--- config.mk ---
export PLATFORM = sky130hd
export DESIGN_NAME = lcd_reader
export DESIGN_NICKNAME = d
export VERILOG_FILES = /design/src/rtl/lcd_pkg.sv /design/src/rtl/lcd_reader.sv
export SDC_FILE = /design/constraint.sdc
export NUM_CORES = 1
export LEC_CHECK = 0
export ABC_CLOCK_PERIOD_IN_PS = 5700
export BUFFER_PORTS_ARGS = -buffer_cell sky130_fd_sc_hd__buf_2
export CORE_ASPECT_RATIO = 0.75
export CORE_UTILIZATION = 63
export CTS_BUF_LIST = sky130_fd_sc_hd__clkbuf_16
export DETAILED_ROUTE_END_ITERATION = 10
export GPL_TIMING_DRIVEN = 0
export PLACE_DENSITY = 0.85
export SLEW_MARGIN = 30
export SYNTH_ARGS = -nofsm -noshare
export SYNTH_HDL_FRONTEND = slang
export SYNTH_SLANG_ARGS = --single-unit
--- constraint.sdc ---
create_clock -name clock_50 -period 5.7 [get_ports clock_50]
set_input_delay 0.57 -clock clock_50 [delete_from_list [all_inputs] [get_ports clock_50]]
set_output_delay 0.57 -clock clock_50 [all_outputs]
set_load 0.01 [all_outputs]
--- src/rtl/lcd_pkg.sv ---
// ---------------------------------------------------------------------------
// lcd_pkg -- definitions shared by the LCD reader and the LCD writer.
//
// Holds the bus-access FSM state encoding (both engines walk the same
// SETUP / EN_HIGH / HOLD / RECOVER sequence) and the default bus timing
// in clock_50 cycles.
// ---------------------------------------------------------------------------
package lcd_pkg;

  // Bus-access FSM states
  localparam logic [2:0] ST_IDLE    = 3'd0;
  localparam logic [2:0] ST_SETUP   = 3'd1;
  localparam logic [2:0] ST_EN_HIGH = 3'd2;
  localparam logic [2:0] ST_HOLD    = 3'd3;
  localparam logic [2:0] ST_RECOVER = 3'd4;

  // Default bus timing, in clock_50 cycles
  localparam int DEF_T_SETUP   = 3;
  localparam int DEF_T_EN      = 25;
  localparam int DEF_T_HOLD    = 2;
  localparam int DEF_T_RECOVER = 30;

  // Default maximum number of busy-flag reads in one poll request
  localparam int DEF_POLL_MAX  = 1000;

endpackage

--- src/rtl/lcd_reader.sv ---
// ---------------------------------------------------------------------------
// lcd_reader -- read engine for an HD44780-style character LCD.
//
// A request in IDLE starts one read cycle on the LCD bus: RS/RW settle, EN
// pulses high, the data bus is sampled on the last EN cycle, then RS/RW are
// held and the bus recovers. With rs_sel=0 and wait_bf=1 the engine keeps
// re-reading the status register until BF=0 or POLL_MAX reads were made.
//
// Ports
//   clock_50      in   clock, rising edge
//   reset_n       in   asynchronous active-low reset
//   req           in   start a read (only honoured while ready=1)
//   rs_sel        in   0: busy-flag/address read, 1: DDRAM/CGRAM data read
//   wait_bf       in   with rs_sel=0, poll until BF=0
//   LCD_DATA_IN   in   [7:0] sampled LCD data bus
//   ready         out  engine idle, accepts req
//   valid         out  one-cycle pulse: result outputs are valid
//   rd_data       out  [7:0] last byte read
//   busy_flag     out  BF of the last status read
//   addr_counter  out  [6:0] address counter of the last status read
//   timeout       out  poll limit reached with BF still set
//   bus_own       out  this block drives the LCD pins
//   LCD_RW, LCD_RS, LCD_EN  out  LCD control pins
// ---------------------------------------------------------------------------
module lcd_reader
  import lcd_pkg::*;
#(
  parameter int T_SETUP   = DEF_T_SETUP,
  parameter int T_EN      = DEF_T_EN,
  parameter int T_HOLD    = DEF_T_HOLD,
  parameter int T_RECOVER = DEF_T_RECOVER,
  parameter int POLL_MAX  = DEF_POLL_MAX
) (
  input  logic       clock_50,
  input  logic       reset_n,
  input  logic       req,
  input  logic       rs_sel,
  input  logic       wait_bf,
  input  logic [7:0] LCD_DATA_IN,
  output logic       ready,
  output logic       valid,
  output logic [7:0] rd_data,
  output logic       busy_flag,
  output logic [6:0] addr_counter,
  output logic       timeout,
  output logic       bus_own,
  output logic       LCD_RW,
  output logic       LCD_RS,
  output logic       LCD_EN
);

  localparam int CW = 16;
  localparam int PW = $clog2(POLL_MAX + 1);

  logic [2:0]    state, next_state;
  logic [CW-1:0] cnt, next_cnt;
  logic [PW-1:0] poll_cnt;
  logic          rs_q, wait_q, repoll;
  logic          cnt_zero, sample, limit_hit, terminate;
  logic          next_rs, next_access;

  assign cnt_zero  = (cnt == '0);
  assign sample    = (state == ST_EN_HIGH) && cnt_zero;
  // poll_cnt counts finished non-terminating reads, so the read in flight
  // is number poll_cnt+1
  assign limit_hit = (int'(poll_cnt) + 1) >= POLL_MAX;
  assign terminate = !wait_q || rs_q || !LCD_DATA_IN[7] || limit_hit;

  // rs_sel is latched on the accepting edge, so the pin value for the first
  // SETUP cycle has to come straight from the input
  assign next_rs     = (state == ST_IDLE) ? rs_sel : rs_q;
  assign next_access = (next_state == ST_SETUP) || (next_state == ST_EN_HIGH) ||
                       (next_state == ST_HOLD);

  // One shared down-counter times every phase; it is reloaded on each
  // phase change and otherwise counts down to zero.
  always_comb begin
    next_state = state;
    next_cnt   = cnt_zero ? cnt : cnt - 1'b1;
    case (state)
      ST_IDLE: begin
        if (req) begin
          next_state = ST_SETUP;
          next_cnt   = CW'(T_SETUP - 1);
        end
      end
      ST_SETUP: begin
        if (cnt_zero) begin
          next_state = ST_EN_HIGH;
          next_cnt   = CW'(T_EN - 1);
        end
      end
      ST_EN_HIGH: begin
        if (cnt_zero) begin
          next_state = ST_HOLD;
          next_cnt   = CW'(T_HOLD - 1);
        end
      end
      ST_HOLD: begin
        if (cnt_zero) begin
          next_state = ST_RECOVER;
          next_cnt   = CW'(T_RECOVER - 1);
        end
      end
      ST_RECOVER: begin
        if (cnt_zero) begin
          next_state = repoll ? ST_SETUP : ST_IDLE;
          next_cnt   = repoll ? CW'(T_SETUP - 1) : '0;
        end
      end
      default: begin
        next_state = ST_IDLE;
        next_cnt   = '0;
      end
    endcase
  end

  // Pin outputs are registered from the next-state decode so they are
  // glitch-free yet line up with the state register.
  always_ff @(posedge clock_50 or negedge reset_n) begin
    if (!reset_n) begin
      state        <= ST_IDLE;
      cnt          <= '0;
      rs_q         <= 1'b0;
      wait_q       <= 1'b0;
      repoll       <= 1'b0;
      poll_cnt     <= '0;
      ready        <= 1'b0;
      valid        <= 1'b0;
      rd_data      <= '0;
      busy_flag    <= 1'b0;
      addr_counter <= '0;
      timeout      <= 1'b0;
      bus_own      <= 1'b0;
      LCD_RW       <= 1'b0;
      LCD_RS       <= 1'b0;
      LCD_EN       <= 1'b0;
    end else begin
      state   <= next_state;
      cnt     <= next_cnt;
      ready   <= (next_state == ST_IDLE);
      bus_own <= next_access;
      LCD_RW  <= next_access;
      LCD_RS  <= next_access && next_rs;
      LCD_EN  <= (next_state == ST_EN_HIGH);
      valid   <= 1'b0;

      if (state == ST_IDLE && req) begin
        rs_q     <= rs_sel;
        wait_q   <= wait_bf;
        poll_cnt <= '0;
        repoll   <= 1'b0;
      end

      // Results only move on a terminating read; intermediate polls are
      // invisible outside apart from the extra EN pulses.
      if (sample) begin
        if (terminate) begin
          valid   <= 1'b1;
          repoll  <= 1'b0;
          rd_data <= LCD_DATA_IN;
          timeout <= wait_q && !rs_q && LCD_DATA_IN[7] && limit_hit;
          if (!rs_q) begin
            busy_flag    <= LCD_DATA_IN[7];
            addr_counter <= LCD_DATA_IN[6:0];
          end
        end else begin
          repoll   <= 1'b1;
          poll_cnt <= poll_cnt + 1'b1;
        end
      end
    end
  end

endmodule

After elaboration in Yosys (flattened, before gate mapping)

Index checks and enable logic that the tools add are counted.

Input port bits: 13
Register bits after elaboration: 54
Output and inout port bits: 23
Logic and storage cells: 71

Bitwise logic cells: 1
Reduce and logical (&&, ||, !) cells: 20
Magnitude comparators: 1
Eq/ne operators: 7
Multiplexer cells: 24
Add/sub/neg operators: 3

Operators by type and width:

| operator              | number |
|---|---|
| $mux 16               | 6 |
| $pmux 16 s5           | 1 |
| $mux 10               | 3 |
| $logic_not 16->1      | 1 |
| $sub 16x1->16 const B | 1 |
| $mux 3                | 5 |
| $pmux 3 s5            | 1 |
| $eq 3x2->1 const B    | 4 |
| $add 10x1->11 const B | 1 |
| $ge 11x10->1 const B  | 1 |
| $add 10x1->10 const B | 1 |
| $mux 1                | 7 |
| $eq 3x1->1 const B    | 2 |
| $logic_and 1x1->1     | 6 |
| $logic_not 3->1       | 2 |
| $logic_or 1x1->1      | 5 |
| $eq 3x3->1 const B    | 1 |
| $logic_not 1->1       | 3 |
| $reduce_and 3->1      | 1 |
| $mux 2                | 1 |
| $reduce_and 2->1      | 1 |
| $reduce_bool 2->1     | 1 |
| $not 1->1             | 1 |

Logic depth before layout (Yosys ltp)

Gate-level depths: netlist (run 1).

Depth in word-level cells: 7
Depth in mapped cells: 12

Worst setup path after synthesis (run 1)

OpenSTA, ideal clock, no wires.

Kind: register -> register
From: reg cnt[11]
To: reg cnt[0]
Stages on the path, launching flop included: 11
Clock period less this slack: 2.594 ns
Library setup time: 0.134 ns
Data arrival time: 2.460 ns
Slack: 3.106 ns
Data required time: 5.566 ns
Cell sequence: dfrtp_1 > or4_4 > or4_4 > nor2_1 > inv_1 > ha_1 > nor3_1 > a21oi_1 > nor2_1 > a31oi_1 > o22ai_1

Word-level cells in the longest chain between the ends: 4

RTL lines:

| element                    | line              | RTL |
|---|---|---|
| start, declared            | lcd_reader.sv:56  | `logic [CW-1:0] cnt, next_cnt;` |
| start signal, assigned     | lcd_reader.sv:140 | `cnt <= next_cnt;` |
| $logic_not 16->1 *         | lcd_reader.sv:62  | `assign cnt_zero = (cnt == '0);` |
| $mux 16                    | lcd_reader.sv:79  | `next_cnt = cnt_zero ? cnt : cnt - 1'b1;` |
| $mux 16 (on tied branches) | n/a               |  |
| $pmux 16 s5 *              | lcd_reader.sv:80  | `case (state)` |
| net next_cnt[0]            | lcd_reader.sv:56  |  |

Mark *: on every way through the listed nets, which the timed path passes. The rest lies on a longest branch.
A chain may end at the register's enable or synchronous reset.

Worst setup path in the final report (run 1)

From: reg cnt[0]
To: reg addr_counter[0]

Word-level cells in the longest chain between the ends: 3

RTL lines:

| element                           | line              | RTL |
|---|---|---|
| $logic_not 16->1                  | lcd_reader.sv:62  |  |
| $logic_and 1x1->1                 | lcd_reader.sv:63  | `assign sample = (state == ST_EN_HIGH) && cnt_zero;` |
| $reduce_and 3->1 (no source line) | n/a               |  |
| end signal, assigned              | lcd_reader.sv:165 | `addr_counter <= LCD_DATA_IN[6:0];` |
| end, declared                     | lcd_reader.sv:44  | `output logic [6:0] addr_counter,` |

Every way passes these cells.

==> metrics.md, run 1 <==
| Metric | Value |
|---|---|
| Outcome | complete, no violations |
| Post-Syn Area per Cell | 8.75 sq um |
| Top-count cell post-synth | dfrtp_1 |
| # DRC | 0 |
| CTS Buffer Depth | 2 |
| Leading area contributor after synthesis | dfrtp_1 |
| Syn Inst Count | 375 |
| Initial antenna violation count | 0 |
| Synth top area share | 0.412 |
| Slew HR | 0.455 |
| Register area share after synthesis | 0.412 |
| Layout cells sized above 1 | 0.136 |
| RSZ-0062 raised after global routing | false |
| Starting Density | 0.662 |
| Startpoint Class | flip-flop |
| Worst Path Max Fanout | 10 |
| CTS resizes | 0 |
| Setup crit end kind | flip-flop |
| I/O Buffers | 35 |
| Syn nets | 392 |
| H-tree depth | 2 |
| Final Hold Fails | 0 |
| Peak supply drop | 231 uV |
| I/O pins | 36 |
| Met1 wire length | around 3.8 mm |
| Synth area leaders | dfrtp_1, nor2_1, nand3_1 |
| Routed vias/inst | 6.68 |
| WS Path Type | reg -> reg |
| Final TNS setup | 0 ps |
| Post-placement cell count | 470 |
| Clk Latency, worst-skew pair | 300 ps |
| Pin count of the biggest net entering global routing | 55 |
| Skew final | 10.8 ps |
| Std-Cell Rows | 22 |
| Clk slew on worst S/H paths | around 80 ps |
| Max cap viols | 0 |
| Post-layout minimum cycle time | 3010 ps |
| Commonest cells post-synth | dfrtp_1, nor2_1, nand3_1 |
| Post-DP HPWL | 5.70 mm |
| Antenna-violating nets left | 0 |
| Routed len/inst | 17.2 um |
| Critical Path RT | around 5900 ps |
| Tcrit/Tclk final | 0.528 |
| DR top layer | met4 |
| P_leak | 1.45 nW |
| Post-CTS Hold Buffers | 0 |
| Wirelength, routed | 8.24 mm |
| Vias | 3195 |
| First-pass GRT wire length | ~14 mm |
| Total GRT Usage | 0.322 |
| Mapped cell area | 0.00328 sq mm |
| P&R area growth vs syn | 12.0% |
| Finished Layout Cells | 478 |
| # nets final | 434 |
| Async S/R FF share, synth | 1.00 |
| Hold Path Class | in -> async |
| Overall power | 1.20 mW |
| CTS sink cnt | 54 |
| Ant diodes | 0 |
| Fill count | about 380 |
| CORE AREA | 0.00495 sq mm |
| WP data arrival | 3240 ps |
| Met2 WL post-DR | 3.64 mm |
| Max Freq | 332 MHz |
| Inserted Clock Buffers | 5 |
| GRT overflow | 0 |
| Die Y-Extent | between 60 and 70 um |
| # setup viols final | 0 |
| Final Wtd Congestion | 0.871 |
| Actual slew at the worst max-slew pin | between 800 and 900 ps |
| Met3 WL post-DR | ~640 um |
| Initial DRC Count | approximately 300 |
| Yosys warns | 0 |
| Synth Flop Type | dfrtp_1 |
| Slew Viols, Final | 0 |
| Netlist cell types | 54 |
| Pre-antenna DRT Iters | 5 |
| Die ar. | approximately 0.0055 sq mm |
| Vias in the first global route | about 2.9k |
| Die X | 85.3 um |
| Util after Layout | 0.741 |
| CTS tree | yes |
| Post-synth EDFFs | 0 |
| #FFs+latches synth | 54 |
| Post-CTS Setup Bufs | 0 |
| CTS root buf | clkbuf_16 |
| Power Dens Cells | 327 mW/mm^2 |
-- cell type report --
cell class,instances,area [sq um],share of cell area
flip-flops and latches,54,1350,0.368
clock inverters,3,16.3,0.00443
multi-input cells,276,1750,0.476
clock buffers,5,125,0.0341
well taps,60,75.1,0.0204
plain buffers,27,111,0.0303
inverters,18,67.6,0.0184
repair buffers,35,178,0.0484
-- path summary, 6_finish.rpt --
path	from	to	slack [ps]	cells past startpoint
hold / removal	reset_n	valid	310	1
setup reg to reg	cnt[0]	addr_counter[0]	2690	8
max in group asynchronous	reset_n	cnt[7]	4930	1
min in group clock_50	wait_bf	wait_q	470	3
setup / recovery	cnt[0]	addr_counter[0]	2690	8
hold reg to reg	wait_q	wait_q	490	2
-- logic make-up (layout without fill, tap and decap cells) --
group                      count (synthesis)  in the layout  synth area share
AOI/OAI and AO/OA                        105            105             0.230
xor gates and xnor gates                  13             13            0.0347
adders and majority gates                  4              4            0.0153
buffers and inverters                     45             88            0.0546
DFF                                       54             54             0.412
muxes                                      4              4            0.0122
and+or+nand+nor                          150            150             0.242
-- state kept, by name, summed over array words and instances (netlist names), 3 cells and up --
name / count
rd_data: 8
poll_cnt: 10
cnt: 16
addr_counter: 7
state: 3
-- routing by layer --
| metal | GRT usage | vias up |
|---|---|---|
| met5 | 0 | - |
| met1 | 0.479 | 1517 |
| met3 | 0.0535 | 16 |
| met4 | 0.0917 | 0 |
| li1 | - | 1489 |
| met2 | 0.489 | 173 |
-- placed cells by master (no fill, tap or decap), drive strengths merged, types with 2 or more instances in the layout --
cell type  synthesis  routed
nand2             24      24
o21ai              9       9
o221ai             6       6
ha                 4       4
clkbuf            21      26
inv               18      18
o211ai            16      16
o22a               2       2
nor2b             10      10
buf                6      41
clkinv             0       3
and3               2       2
a211oi             2       2
o31a              10      10
nor2              35      35
a22oi              7       7
mux2i              4       4
o31ai              9       9
o21a               2       2
or4                3       3
nor3              12      12
nand4             18      18
xnor2             10      10
a31oi              5       5
and2               2       2
o211a              2       2
dfrtp             54      54
xor2               3       3
nor4               9       9
a21oi             22      22
o22ai              3       3
nand3             25      25
-- power by group --
group	internal [mW]	switching, mW
combinational	0.151	0.198
clock	0.161	0.144
sequential	0.466	0.0826
total	0.778	0.425
-- per-stage QoR --
step | setup WS [ps] | instance area, sq um | hold slack [ps]
after floorplan | 3110 | 3280 | 274
after CTS | 2770 | 3670 | 339
final | 2690 | 3670 | 314
after detailed placement | 2770 | 3530 | 468
after global routing | 2430 | 3670 | 376
after global placement | 2810 | 3530 | 460
-- critical path: stages (launching register included) --
cell	delay (ps)
dfrtp_1	430
inv_1	100
ha_1	210
nor3b_1	500
nand4b_1	380
nor3_1	740
buf_2	360
a21oi_1	130
nand3_1	100
No activity file was read; power rests on OpenSTA's default activity.
==> run 2, diff against run 1 <==
Settings changed: ABC_CLOCK_PERIOD_IN_PS 5700 to 2700, CORE_UTILIZATION 63 to 53, PLACE_DENSITY 0.85 to 0.76.
Clock period 5.7 ns to 2.7 ns, I/O delays scaled along.
==> metrics.md, run 2 (synthesized netlist as in run 1, its figures left out) <==
| Metric | Value |
|---|---|
| Outcome | complete, no violations |
| Logic pwr share | 0.322 (+0.031) |
| Biggest regs | cnt (16), poll_cnt (10), rd_data (8) |
| Overall power | 2.67 mW (+120%) |
| Final Hold Fails | 0 (unchanged) |
| Multi-input logic area | 0.00183 sq mm (+4.4%) |
| Reg area | 0.00135 sq mm (unchanged) |
| Post-layout minimum cycle time | 2660 ps (-346 ps) |
| Hold Path Class | in -> async |
| Tcrit/Tclk final | 0.986 (+0.458) |
| WS Path Type | reg -> reg |
| Power Dens Cells | 686 mW/mm^2 (+110%) |
| GR Layer Usage met2 | 0.403 (-0.0861) |
| CP delay by family, top | simple AND/OR/NAND/NOR gates |
| Vias | 3261 (+2.1%) |
| Peak supply drop | 342 uV (+48%) |
| Met1 Track Usage GR | 0.426 (-0.0530) |
| Most frequent cells in the layout | dfrtp_1, buf_2, nor2_1, nand2_1, nand3_1 |
| # setup viols final | 0 (unchanged) |
| Routed vias/inst | 6.41 (-4.2%) |
| Sw Pwr | 0.947 mW (+120%) |
| Fill count | 512 (+35%) |
| Wirelength, routed | 8.98 mm (+9.0%) |
| Antenna-violating nets left | 0 (unchanged) |
| Most flops, register | cnt |
| Slowest cell on crit path | or4_4 |
| CTS sink cnt | 54 (unchanged) |
| Max Freq | 375 MHz (+13%) |
| P_leak | 1.55 nW (+6.7%) |
| H-tree depth | 2 (unchanged) |
| Clk pwr share | 0.240 (-0.014) |
| Pre-antenna DRT Iters | 5 (unchanged) |
| WP data arrival | 2880 ps (-360 ps) |
| Final Wtd Congestion | 0.917 (+5.3%) |
| Total GRT Usage | 0.279 (-0.0433) |
| Largest register FFs | 16 (unchanged) |
| P&R area growth vs syn | 18.5% |
| Post-DP HPWL | 5.91 mm (+3.6%) |
| Internal | 1.72 mW (+120%) |
| Util after Layout | 0.660 (-0.0813) |
| Setup crit end kind | flip-flop |
| CORE AREA | 0.00589 sq mm (+19%) |
| I/O Buffers | 35 (unchanged) |
| # nets final | 447 (+3.0%) |
| Initial antenna violation count | 0 (unchanged) |
| # DRC | 0 (unchanged) |
| Buffers & Inverters on Critical Path | 1 (-1) |
| Skew final | 8.79 ps (-2.05 ps) |
| Vias in the first global route | 2934 (+0.10%) |
| WHS | 12.9 ps (-301 ps) |
| I/O pins | 36 (unchanged) |
| Setup ws final | 36.6 ps (-2650 ps) |
| Worst Path Max Fanout | 4 (-6) |
| Ant diodes | 0 (unchanged) |
| CTS root buf | clkbuf_16 |
| Final TNS setup | 0 ps (unchanged) |
| Most common cell after layout, fill and taps aside | dfrtp_1 |
| Starting Density | 0.557 (-0.105) |
| Grt peak-use layer | met1 |
| Slew Viols, Final | 0 (unchanged) |
| Slew HR | 0.449 (-0.00639) |
| CP Cell Sequence | or4_4 -> or4_4 -> nor2_4 -> inv_4 -> ha_4 -> nor3_4 -> a21oi_2 -> nor2_1 -> a31oi_1 -> o22ai_1 |
| RSZ-0062 raised after global routing | true |
| Initial DRC Count | 338 (+13%) |
| Startpoint Class | flip-flop |
| GRT overflow | 0 (unchanged) |
| Pin count of the biggest net entering global routing | 55 (unchanged) |
| Clk slew on worst S/H paths | 70 ps (about the same) |
| Seq pwr share | 0.438 (-0.018) |
| CTS Buffer Depth | 2 (unchanged) |
| Inserted Clock Buffers | 5 (unchanged) |
| Most frequent CP cell | or4_4 |
| Critical Path RT | 2920 ps (-3010 ps) |
| CTS tree | yes |
| DP Worst Slack | -306 ps (-3070 ps) |
| Clk Latency, worst-skew pair | 300 ps (about the same) |
| Die Y-Extent | 70.1 um (+8.7%) |
| First-pass GRT wire length | 14.5 mm (+2.6%) |
| Net Sw Frac | 0.355 (+0.00212) |
| Die ar. | 0.00651 sq mm (+18%) |
| Actual slew at the worst max-slew pin | 823 ps (+9.55 ps) |
| Max cap viols | 0 (unchanged) |
| Layout cells sized above 1 | 0.202 (+0.0655) |
| Routed len/inst | 17.6 um (+2.4%) |
| Delay of the slowest critical-path stage | 550 ps (-190 ps) |
| GR Layer Usage met3 | 0.0479 (-0.00557) |
| Die X | 92.8 um (+8.8%) |
| Std-Cell Rows | 24 (+9.1%) |
## run 2: area by class of cell
class                           instances  share of cell area
Clock buffer                            5              0.0322
Buffer                                 25              0.0277
Inverter                               18              0.0180
Multi-Input combinational cell        276               0.470
Timing Repair Buffer                   50              0.0747
Tap cell                               78              0.0251
Clock inverter                          3             0.00419
Sequential cell                        54               0.348
## run 2: routing by layer
layer | vias up | share of wire
met4 | 0 | 0.011
met2 | 171 | 0.45
met3 | 15 | 0.073
li1 | 1508 | -
met1 | 1567 | 0.47
met5 | - | 0
## run 2: worst paths after layout
path                         start          end  slack, ps  cells after the start
setup / recovery           cnt[10]       cnt[0]         40                     10
hold / removal             reset_n       cnt[3]         10                      1
setup reg to reg           cnt[10]       cnt[0]         40                     10
hold reg to reg             wait_q       wait_q        490                      2
max in group asynchronous  reset_n  poll_cnt[3]       2210                      1
min in group clock_50      wait_bf       wait_q        180                      3
## run 2: power by group through the flow
stage | clock network (mW) | logic [mW] | registers, mW
floorplan | 0 | 0.545 | 1.14
global placement | 0 | 0.706 | 1.16
detailed placement | 0 | 0.727 | 1.17
CTS | 0.652 | 0.740 | 1.16
global route | 0.676 | 0.945 | 1.19
finish | 0.639 | 0.860 | 1.17
## run 2: through the flow
stage	instance area [sq um]	std cells
after floorplan	3280	375
after global placement	3550	488
after detailed placement	3550	488
after CTS	3720	495
after global routing	3880	509
final	3880	509
## run 2: repair_timing
item                                    in CTS  in global routing
gates resized for setup                      6                 17
buffers inserted                             0                 15
endpoints found under the setup margin      31                 31
hold buffers                                 0                  0
gates cloned                                 0                  0
pin swaps                                    0                 10
endpoints found under the hold margin        0                  0
## run 2: worst register-to-register path: cells and delay by family (launching register included)
family | cells | cell delay (ps)
flip-flops | 1 | 390
buffers and inverters | 1 | 70
AND/OR/NAND/NOR | 5 | 1590
AO/OA/AOI/OAI | 3 | 270
adder cells (fa/ha/maj) | 1 | 250
